[src/rtl/hazard_ctrl_mc.sv]
// Hazard/control unit for the 5-stage pipeline: load-use stalls, multi-cycle mul/div hold, MEM-stage redirect flushes, perf counters.
// Latency: control outputs are combinational from inputs and registered state; counters update one cycle after the event.
// Backpressure: drives pc/IF_ID write-enables low and holds or bubbles pipeline registers; it never receives backpressure itself.
module hazard_ctrl_mc #(
    parameter int REG_ADDR_W     = 5,
    parameter int LOAD_USE_STALL = 1,
    parameter int MULDIV_LATENCY = 32,
    parameter int CNT_W          = 16
) (
    input  logic                  clk,
    input  logic                  reset,
    input  logic                  EX_mem_read_i,
    input  logic [REG_ADDR_W-1:0] EX_reg_rt_i,
    input  logic [REG_ADDR_W-1:0] ID_reg_rs_i,
    input  logic [REG_ADDR_W-1:0] ID_reg_rt_i,
    input  logic                  ID_uses_rs_i,
    input  logic                  ID_uses_rt_i,
    input  logic                  EX_muldiv_start_i,
    input  logic                  MEM_jump_i,
    input  logic                  MEM_jr_i,
    input  logic                  MEM_branch_taken_i,
    output logic                  pc_write_o,
    output logic                  IF_ID_write_o,
    output logic                  stall_o,
    output logic                  EX_hold_o,
    output logic                  EX_MEM_bubble_o,
    output logic                  IF_ID_flush_o,
    output logic                  ID_EX_flush_o,
    output logic                  EX_MEM_flush_o,
    output logic                  muldiv_busy_o,
    output logic                  muldiv_done_o,
    output logic                  muldiv_abort_o,
    output logic [CNT_W-1:0]      stall_cycles_o,
    output logic [CNT_W-1:0]      flush_count_o
);

    localparam int LW = $clog2(LOAD_USE_STALL) + 1;
    localparam int MW = $clog2(MULDIV_LATENCY) + 1;
    localparam logic [LW-1:0] LCNT_INIT = LW'(LOAD_USE_STALL - 1);
    // The start cycle (still IDLE) and the DONE cycle each count as one EX
    // cycle, so BUSY lasts MULDIV_LATENCY-2 cycles; mcnt holds the number of
    // BUSY cycles still to go after the current one.
    localparam logic [MW-1:0] MCNT_INIT =
        (MULDIV_LATENCY > 2) ? MW'(MULDIV_LATENCY - 3) : '0;
    localparam logic [CNT_W-1:0] CNT_MAX = '1;

    typedef enum logic [1:0] {IDLE, BUSY, DONE} md_state_t;

    md_state_t       state;
    logic [MW-1:0]   mcnt;
    logic [LW-1:0]   lcnt;

    logic redirect, rs_hit, rt_hit, luse_hit, luse_active, md_busy;

    assign redirect    = MEM_jump_i | MEM_jr_i | MEM_branch_taken_i;
    assign rs_hit      = ID_uses_rs_i && (ID_reg_rs_i == EX_reg_rt_i);
    assign rt_hit      = ID_uses_rt_i && (ID_reg_rt_i == EX_reg_rt_i);
    assign luse_hit    = EX_mem_read_i && (EX_reg_rt_i != '0) && (rs_hit || rt_hit);
    assign luse_active = luse_hit || (lcnt != '0);
    assign md_busy     = ((state == IDLE) && EX_muldiv_start_i) || (state == BUSY);

    // Pipeline control outputs, priority redirect > mul/div > load-use
    always_comb begin
        pc_write_o      = 1'b1;
        IF_ID_write_o   = 1'b1;
        stall_o         = 1'b0;
        EX_hold_o       = 1'b0;
        EX_MEM_bubble_o = 1'b0;
        IF_ID_flush_o   = 1'b0;
        ID_EX_flush_o   = 1'b0;
        EX_MEM_flush_o  = 1'b0;
        muldiv_busy_o   = 1'b0;
        muldiv_done_o   = 1'b0;
        muldiv_abort_o  = 1'b0;
        if (!reset) begin
            muldiv_busy_o = (state == BUSY);
            muldiv_done_o = (state == DONE);
            if (redirect) begin
                IF_ID_flush_o  = 1'b1;
                ID_EX_flush_o  = 1'b1;
                EX_MEM_flush_o = 1'b1;
                muldiv_abort_o = (state != IDLE) || EX_muldiv_start_i;
            end else if (md_busy) begin
                pc_write_o      = 1'b0;
                IF_ID_write_o   = 1'b0;
                EX_hold_o       = 1'b1;
                EX_MEM_bubble_o = 1'b1;
            end else if (luse_active) begin
                pc_write_o    = 1'b0;
                IF_ID_write_o = 1'b0;
                stall_o       = 1'b1;
            end
        end
    end

    // Mul/div FSM and load-use bubble counter; a redirect kills both
    always_ff @(posedge clk) begin
        if (reset) begin
            state <= IDLE;
            mcnt  <= '0;
            lcnt  <= '0;
        end else if (redirect) begin
            state <= IDLE;
            mcnt  <= '0;
            lcnt  <= '0;
        end else begin
            // load-use keeps counting underneath a mul/div hold
            if (luse_hit && (lcnt == '0))
                lcnt <= LCNT_INIT;
            else if (lcnt != '0)
                lcnt <= lcnt - LW'(1);

            case (state)
                IDLE: begin
                    if (EX_muldiv_start_i) begin
                        state <= (MULDIV_LATENCY > 2) ? BUSY : DONE;
                        mcnt  <= MCNT_INIT;
                    end
                end
                BUSY: begin
                    if (mcnt == '0)
                        state <= DONE;
                    else
                        mcnt <= mcnt - MW'(1);
                end
                DONE:    state <= IDLE;
                default: state <= IDLE;
            endcase
        end
    end

    // Saturating performance counters
    always_ff @(posedge clk) begin
        if (reset) begin
            stall_cycles_o <= '0;
            flush_count_o  <= '0;
        end else begin
            if (!pc_write_o && !redirect && (stall_cycles_o != CNT_MAX))
                stall_cycles_o <= stall_cycles_o + CNT_W'(1);
            if (redirect && (flush_count_o != CNT_MAX))
                flush_count_o <= flush_count_o + CNT_W'(1);
        end
    end

endmodule

[config.mk]
export PLATFORM = sky130hd
export DESIGN_NAME = hazard_ctrl_mc
export DESIGN_NICKNAME = d
export VERILOG_FILES = /design/src/rtl/hazard_ctrl_mc.sv
export SDC_FILE = /design/constraint.sdc
export NUM_CORES = 1
export LEC_CHECK = 0
export ABC_CLOCK_PERIOD_IN_PS = 3400
export BUFFER_PORTS_ARGS = -buffer_cell sky130_fd_sc_hd__buf_2
export CAP_MARGIN = 10
export CORE_MARGIN = 3
export CORE_UTILIZATION = 40
export DETAILED_ROUTE_END_ITERATION = 7
export PLACE_DENSITY = 0.7
export SLEW_MARGIN = 20
export SYNTH_ARGS = -nofsm -noshare
export SYNTH_HDL_FRONTEND = slang
export SYNTH_SLANG_ARGS = --single-unit
[constraint.sdc]
create_clock -name clk -period 3.4 [get_ports clk]
set_clock_uncertainty 0.1 [all_clocks]
set_input_delay 0.34 -clock clk [delete_from_list [all_inputs] [get_ports clk]]
set_output_delay 0.34 -clock clk [all_outputs]
set_load 0.1 [all_outputs]
==> results.py, run 1 <==
metrics = {
    "worst_hold_path": {
        "min_from": "reset",
        "hp-class": "primary input to flop",
    },
    "layout": {
        "postLayoutCoreUtil_pct": 51.0,
        "n_antenna_cell": 0,
        "nets": 349,
        "drive_above_1_share_pct": 26.4,
        "area_delta_synth_final_pct": 21.4,
        "layoutNonFillerInstCount": 392,
        "multi_input_area_um2": 1230,
        "regArea_um2": 821,
        "fill_cells": 492,
    },
    "drt": {
        "drc_errors": 0,
        "viasPerCell": 5.29,
        "vias": 2074,
        "firstDrtPassIters": 4,
        "postRouteAntennaNets": 0,
        "drt_iter0_markers": 132,
        "routed_wl_um": 5010,
        "wl_per_cell_um": 12.8,
    },
    "yosys": {
        "ys_seq_elements": 41,
        "seq_area_frac_synth_pct": 37.8,
        "synth_edf_count": 0,
        "postSynth.asyncResetShare_pct": 0,
        "ys_warn_count": 0,
        "ys.flop_type": "dfxtp_1",
        "synth_cell_types": 42,
        "syn_inst": 262,
        "syn-cell-area_um2": 2170,
        "syn_area_per_cell_um2": 8.29,
        "synth_nets": 290,
    },
    "worst_setup_path": {
        "r2r_start": "stall_cycles_o[6]",
        "timing.rr.end": "stall_cycles_o[15]",
        "startpoint_type": "flop",
        "worstPathMaxFanout": 30,
        "rrSetupSlack_ns": 0.95,
        "crit_arrival_ns": 2.53,
        "startpoint": "stall_cycles_o[6]",
        "crit_required_ns": 3.48,
        "crit_path_end": "stall_cycles_o[15]",
        "reg2reg_depth": 5,
        "critPathKind": "flop to flop",
        "cp-end-kind": "flop",
    },
    "sta": {
        "holdWs_ns": 0.291,
        "rsz0062_at_grt": "no",
        "hold_viol": 0,
        "timing.fmax_mhz": 408,
        "worstMarginPinSlew_ns": 0.876,
        "max_slew_margin_pct": 41.6,
        "finalCriticalPeriod_ns": 2.45,
        "min_period_over_period_pct": 72.1,
        "slew_viol_final": 0,
        "fin_ws_ns": 0.949,
        "setup_viol": 0,
    },
    "power_and_ir_drop": {
        "power_density_nw_per_um2": 398,
        "ir_worst_vdd_uv": 163,
        "p_total_mw": 1.05,
        "pwr-share-clk_pct": 38.9,
        "p_sw_uw": 286,
        "pwr-share-comb_pct": 14.1,
        "power_frac_seq_pct": 47.0,
        "intPower_uw": 764,
        "power_leakage_nw": 1.02,
        "switching_share_pct": 27.2,
    },
    "placed_design": {
        "post-dp-hpwl_um": 3650,
        "dp_cells": 384,
        "gp_congestion": 0.788,
        "place_ws_ns": 0.703,
        "io_buffers": 66,
    },
    "clock_network": {
        "hold_buffers": 0,
        "cts_num_sinks": 41,
        "cts-resized-gates": 0,
        "cts_buffers": 5,
        "clk_latency_ns": 0.29,
        "clockBufferDepth": 2,
        "path_clk_slew_ns": 0.08,
        "htree_levels": 2,
        "tritoncts": "built",
        "clockRootBuffer": "clkbuf_8",
        "post_cts_buffers": 0,
    },
    "floorplanning": {
        "start_util_pct": 42.0,
        "ioPinCount": 67,
        "die_h_um": 79.7,
        "rows": 26,
        "die_x_um": 79.7,
        "dieArea_um2": 6350,
        "core_area_um2": 5170,
    },
    "global_routing": {
        "grt.overflow.total": 0,
        "track_usage_pct": 15.7,
        "grt_pass1_wl_um": 8090,
        "antenna_found_initial": 0,
        "grt_max_degree": 34,
        "grt_pass1_vias": 1872,
    },
    "job": {
        "drv_cap": 0,
    },
    "status": {
        "status": "finished clean",
    },
}
## Yosys cell counts (all sizes together) (2+ instances only)
library cell  number  share of area, %
nor2              32               5.5
a21oi             21               4.8
clkbuf             6               1.0
nor4               5               1.4
o31a               2              0.81
or4               11               3.8
dfxtp             41                38
o31ai              8               2.8
mux2               2               1.4
ha                 4               2.3
inv               11               1.9
o41ai              2              0.81
and2               2              0.58
o21ai              8               1.8
nor3              11               2.8
o311ai             3               1.2
nand3             12               2.8
and3               3              0.86
or3                6               1.7
xnor2             22               8.9
xor2               3               1.2
a211oi             2               1.3
nand4              9               2.6
buf               10               3.3
nand2             15               2.6
## critical path, stage by stage, from the launching register on
cell	delay, ns
dfxtp_1	0.44
nand4_1	0.14
nor2_1	0.35
a41o_1	0.83
nor3_1	0.15
mux2_4	0.33
## flip-flops by register name (all words and copies together) (netlist names)
name,cells
mcnt,6
flush_count_o,16
stall_cycles_o,16
state,2
lcnt,1
## stage by stage
stage	area [um2]	TNS, ns
3_5_place_dp	2520	0
2_1_floorplan	2180	-0.0777
4_1_cts	2640	0
6_report	2640	0
3_3_place_gp	2520	0
5_1_grt	2640	0
## worst min path at each step
stage,to,slack [ns],cells after the start
after floorplan,mcnt[0],0.36,1
after global placement,stall_cycles_o[13],0.38,2
after detailed placement,mcnt[0],0.39,1
after CTS,mcnt[4],0.30,3
after global routing,mcnt[4],0.31,3
final,stall_cycles_o[8],0.29,3
## final cells by class
type	instances	share of cell area, %
inverter	11	1.57
clock inverter	1	1.14
clock buffer	7	3.27
sequential	41	31.1
tap	70	3.32
multi-input combinational	194	46.5
timing repair buffer	68	13.1
## cells in the final DEF (no fill, tap or decap), drive strengths merged, types with 2 or more instances in the layout
master  count
a211oi      2
nand3      12
o31a        2
xnor2      22
o21ai       8
o311ai      3
and2        2
and3        3
mux2        2
nor4        5
ha          4
or3         6
clkbuf      7
a21oi      21
or4        11
nor3       11
inv        11
xor2        3
nand4       9
o41ai       2
nor2       32
o31ai       8
nand2      15
buf        68
dfxtp      41
## logic make-up after synthesis
group / Yosys count / share of synthesized area (%)
xor gates and xnor gates: 25 / 10.1
other: 1 / 0.173
and+or+nand+nor: 113 / 27.1
muxes: 2 / 1.38
DFF: 41 / 37.8
AOI/OAI and AO/OA: 49 / 14.9
buffers and inverters: 27 / 6.22
adders and majority gates: 4 / 2.30
## layer usage
layer	wire, um	GRT usage (%)	up-vias
met1	2320	18.7	962
met2	2360	27.5	56
met3	281	3.72	4
li1	-	-	1052
met4	45	4.98	0
met5	0	0	-
## power groups by stage
stage | Combinational [mW] | Sequential (mW) | Clock (mW)
2_1_floorplan | 0.0894 | 0.533 | 0
5_1_grt | 0.158 | 0.495 | 0.433
3_3_place_gp | 0.147 | 0.505 | 0
3_5_place_dp | 0.149 | 0.505 | 0
6_report | 0.148 | 0.494 | 0.409
4_1_cts | 0.149 | 0.493 | 0.418
No activity file was read; power rests on OpenSTA's default activity.
==> run 2: changes to the inputs <==
- ABC_CLOCK_PERIOD_IN_PS: 3400 -> 2300
- clock period: 3.4 -> 2.3 ns (I/O delays scaled with it)
==> results.py, run 2 (same netlist as run 1, synthesis figures left out) <==
metrics = {
    "floorplanning": {
        "dieArea_um2": 6350,
        "ioPinCount": 67,
        "core_area_um2": 5170,
        "rows": 26,
        "die_h_um": 79.7,
        "die_x_um": 79.7,
        "start_util_pct": 42.0,
    },
    "power_and_ir_drop": {
        "intPower_mw": 1.14,
        "p_sw_uw": 428,
        "power_density_nw_per_um2": 551,
        "pwr-share-clk_pct": 38.4,
        "power_leakage_nw": 1.11,
        "p_total_mw": 1.57,
        "pwr-share-comb_pct": 15.1,
        "switching_share_pct": 27.3,
        "power_frac_seq_pct": 46.5,
        "ir_worst_vdd_uv": 301,
    },
    "sta": {
        "setup_viol": 0,
        "rsz0062_at_grt": "no",
        "slew_viol_final": 0,
        "hold_viol": 0,
        "min_period_over_period_pct": 96.0,
        "max_slew_margin_pct": 66.6,
        "worstMarginPinSlew_ns": 0.497,
        "timing.fmax_mhz": 453,
        "finalCriticalPeriod_ns": 2.21,
        "fin_tns_setup_ns": 0,
    },
    "global_routing": {
        "grt_pass1_vias": 1991,
        "track_usage_pct": 16.8,
        "grt_pass1_wl_um": 8710,
        "antenna_found_initial": 0,
        "grt_max_degree": 34,
        "grt.overflow.total": 0,
    },
    "clock_network": {
        "path_clk_slew_ns": 0.08,
        "post_cts_buffers": 0,
        "cts_num_sinks": 41,
        "tritoncts": "built",
        "clockRootBuffer": "clkbuf_8",
        "clockBufferDepth": 2,
        "htree_levels": 2,
        "cts_buffers": 5,
        "clk_latency_ns": 0.29,
    },
    "worst_setup_path": {
        "cp-end-kind": "output pin",
        "slowest_delay_ns": 0.52,
        "crit_required_ns": 1.97,
        "worstPathMaxFanout": 31,
        "reg2reg_depth": 6,
        "crit_top_cell": "buf_12",
        "cpLargestDelayFamily": "simple AND/OR/NAND/NOR gates",
        "slowest_stage": "or4_1",
        "cp.depth": 8,
        "startpoint_type": "primary input",
        "crit_arrival_ns": 1.88,
        "path_buf_inv": 4,
        "critPathKind": "primary input to output pin",
        "crit_chain": "buf_2 > or4_1 > o21ai_1 > inv_1 > a211oi_4 > buf_12 > or2_4 > buf_12",
    },
    "drt": {
        "postRouteAntennaNets": 0,
        "firstDrtPassIters": 4,
        "routed_wl_um": 5050,
        "drc_errors": 0,
        "vias": 2066,
        "wl_per_cell_um": 12.7,
        "drt_iter0_markers": 146,
        "viasPerCell": 5.18,
    },
    "status": {
        "status": "finished clean",
    },
    "worst_hold_path": {
        "hp-class": "primary input to flop",
        "min_path_cells": 3,
    },
    "placed_design": {
        "io_buffers": 66,
        "gp_congestion": 0.778,
        "placed_area_um2": 2730,
        "post-dp-hpwl_um": 3810,
    },
    "layout": {
        "area_delta_synth_final_pct": 31.3,
        "reg_top3": "flush_count_o (16), stall_cycles_o (16), mcnt (6)",
        "n_antenna_cell": 0,
        "stdcell_area_um2": 2850,
        "layout_commonest_cell": "buf_2",
        "final_cell_mix": "buf_2 (61), nor2_1 (28), dfxtp_2 (27), xnor2_1 (22), a21oi_1 (21)",
        "nets": 356,
        "drive_above_1_share_pct": 38.3,
    },
    "job": {
        "drv_cap": 0,
    },
}
run 2: changes by cell type in the layout (fill, tap and decap cells not counted), moves of 2 or more:
| cell | delta |
|---|---|
| dfxtp_1 | -27 |
| nor3_2 | -2 |
| buf_12 | +6 |
| dfxtp_2 | +27 |
| buf_2 | -5 |
| nor2_2 | +3 |
| nor2_1 | -4 |
| buf_4 | +6 |
| nor3_4 | +2 |
run 2: power groups by stage:
stage,logic (mW),clock network [mW],registers [mW]
floorplan,0.138,0,0.789
global placement,0.233,0,0.747
detailed placement,0.237,0,0.747
CTS,0.238,0.617,0.730
global route,0.253,0.647,0.732
finish,0.237,0.603,0.730
run 2: repair_timing:
action,in CTS,in global routing
hold buffers,0,0
endpoints found under the setup margin,0,3
resized for setup,0,2
run 2: worst reg2reg max path, delay by kind of cell, from the launching register on:
kind / cells / cell delay, ns
buffers and inverters: 1 / 0.22
flip-flops: 1 / 0.35
AND/OR/NAND/NOR: 2 / 0.66
AO/OA/AOI/OAI: 2 / 0.49
adder cells (fa/ha/maj): 1 / 0.24
run 2: final cells by class:
cell class / instances / area [um2]
fill: 483 / 2320
multi-input combinational: 194 / 1260
sequential: 41 / 855
timing repair buffer: 75 / 485
tap: 70 / 87.6
clock buffer: 6 / 82.6
inverter: 11 / 41.3
clock inverter: 2 / 37.5
run 2: metal layers:
metal  share of wire [%]  GRT usage, %
met4                0.77          5.15
met1                  45          20.2
met2                  49          29.4
met3                 5.0          3.95
met5                   0             0
run 2: through the flow:
stage / hold WS, ns / cells / worst slack (ns) / utilization [%]
3_5_place_dp: 0.370 / 391 / 0.0782 / 52.7
5_1_grt: 0.198 / 399 / 0.0256 / 55.1
4_1_cts: 0.170 / 399 / 0.0554 / 55.0
3_3_place_gp: 0.365 / 391 / 0.122 / 52.7
2_1_floorplan: 0.310 / 262 / -0.256 / -
6_report: 0.183 / 399 / 0.0921 / 55.1
run 2: worst paths after layout:
check                                       start           endpoint  slack, ns
worst min register to register  stall_cycles_o[3]  stall_cycles_o[3]       0.38
worst max register to register  stall_cycles_o[0]  stall_cycles_o[5]       0.17
worst min-delay path            EX_muldiv_start_i            mcnt[3]       0.18
worst max-delay path               EX_reg_rt_i[0]      IF_ID_write_o       0.09
==> run 3: changes to the inputs <==
- SETUP_SLACK_MARGIN: default -> 0.3
==> results.py, run 3 (same netlist as run 1, synthesis figures left out) <==
metrics = {
    "status": {
        "status": "finished clean",
    },
    "layout": {
        "nets": 358,
        "layout_commonest_cell": "buf_2",
        "fill_cells": 461,
        "area_delta_synth_final_pct": 39.9,
        "final_cell_mix": "buf_2 (59), nor2_1 (28), dfxtp_4 (26), xnor2_1 (22), a21oi_1 (20)",
        "regArea_um2": 926,
        "reg_top3": "flush_count_o (16), stall_cycles_o (16), mcnt (6)",
        "drive_above_1_share_pct": 44.4,
        "n_antenna_cell": 0,
        "stdcell_area_um2": 3040,
        "multi_input_area_um2": 1380,
        "postLayoutCoreUtil_pct": 58.8,
    },
    "placed_design": {
        "post-dp-hpwl_um": 3760,
        "io_buffers": 66,
        "gp_congestion": 0.757,
        "placed_area_um2": 2880,
    },
    "worst_setup_path": {
        "slowest_delay_ns": 0.53,
        "crit_chain": "buf_6 > or4_4 > o21ai_2 > inv_2 > a211oi_4 > or2_4 > buf_12",
        "crit_required_ns": 1.97,
        "crit_arrival_ns": 1.64,
        "slowest_stage": "or4_4",
        "critPathKind": "primary input to output pin",
        "startpoint_type": "primary input",
        "cp-end-kind": "output pin",
        "worstPathMaxFanout": 3,
    },
    "global_routing": {
        "antenna_found_initial": 0,
        "grt.overflow.total": 0,
        "track_usage_pct": 18.0,
        "grt_pass1_vias": 2091,
        "grt_max_degree": 34,
        "grt_pass1_wl_um": 9180,
    },
    "clock_network": {
        "tritoncts": "built",
        "clockBufferDepth": 2,
        "clk_latency_ns": 0.29,
        "cts_buffers": 5,
        "path_clk_slew_ns": 0.08,
        "clockRootBuffer": "clkbuf_8",
        "cts_num_sinks": 41,
        "htree_levels": 2,
    },
    "floorplanning": {
        "dieArea_um2": 6350,
        "core_area_um2": 5170,
        "die_x_um": 79.7,
        "start_util_pct": 42.0,
        "die_h_um": 79.7,
        "ioPinCount": 67,
        "rows": 26,
    },
    "power_and_ir_drop": {
        "ir_worst_vdd_uv": 208,
        "p_total_mw": 1.41,
        "power_leakage_nw": 1.15,
        "power_density_nw_per_um2": 464,
    },
    "drt": {
        "viasPerCell": 5.35,
        "wl_per_cell_um": 13.2,
        "firstDrtPassIters": 4,
        "drc_errors": 0,
        "vias": 2144,
        "routed_wl_um": 5280,
        "postRouteAntennaNets": 0,
        "drt_iter0_markers": 134,
    },
    "sta": {
        "slew_viol_final": 0,
        "rsz0062_at_grt": "yes",
        "setup_viol": 0,
        "finalCriticalPeriod_ns": 1.97,
        "holdWs_ns": 0.180,
        "hold_viol": 0,
        "min_period_over_period_pct": 85.6,
        "timing.fmax_mhz": 508,
    },
    "job": {
        "drv_cap": 0,
    },
    "worst_hold_path": {
        "hp-class": "primary input to flop",
    },
}
run 3: cell count changes in the layout (fill, tap and decap cells not counted), sizes merged:
| cell | before | now |
|---|---|---|
| bufinv | 1 | 0 |
| clkbuf | 6 | 5 |
| clkinvlp | 1 | 0 |
| clkinv | 0 | 3 |
| buf | 75 | 77 |
run 3: final timing paths:
kind	startpoint	endpoint	slack [ns]	depth (start not counted)
max	EX_reg_rt_i[2]	pc_write_o	0.33	7
min	EX_muldiv_start_i	mcnt[3]	0.18	3
max reg2reg	stall_cycles_o[3]	stall_cycles_o[14]	0.34	6
min reg2reg	stall_cycles_o[3]	stall_cycles_o[3]	0.37	1
run 3: layout make-up:
class                   instances  share of cell area [%]
clock buffers                   5                    2.26
multi-input cells             194                    45.3
inverters                      11                    1.36
well taps                      70                    2.88
repair buffers                 77                    17.3
clock inverters                 3                   0.412
flip-flops and latches         41                    30.5
run 3: power by group:
part,internal [mW],switching [mW],total (mW)
registers,0.692,0.0105,0.702
clock network,0.205,0.251,0.456
logic,0.0794,0.173,0.253
run 3: metal layers:
layer | vias to the layer above | part of all wire (%) | GRT usage [%]
met5 | - | 0 | 0
li1 | 1077 | - | -
met1 | 1003 | 43 | 21.3
met2 | 59 | 50 | 31.6
met4 | 0 | 1.0 | 5.33
met3 | 5 | 5.7 | 4.63
run 3: worst max-delay path, delay by kind of cell:
family / cells / cell delay, ns
AO/OA/AOI/OAI: 2 / 0.35
buffers and inverters: 3 / 0.33
AND/OR/NAND/NOR: 2 / 0.72
run 3: metrics by stage:
step / instances / worst slack [ns] / setup TNS, ns
floorplan: 262 / -0.0256 / -0.0256
global placement: 390 / 0.163 / 0
detailed placement: 390 / 0.143 / 0
CTS: 400 / 0.293 / 0
global route: 401 / 0.266 / 0
finish: 401 / 0.331 / 0
run 3: timing repair:
action	CTS	global route
hold endpoints to repair	0	0
gates resized for setup	4	10
hold buffers	0	0
setup endpoints to repair	5	9
setup buffers	2	1
pin swaps	4	6
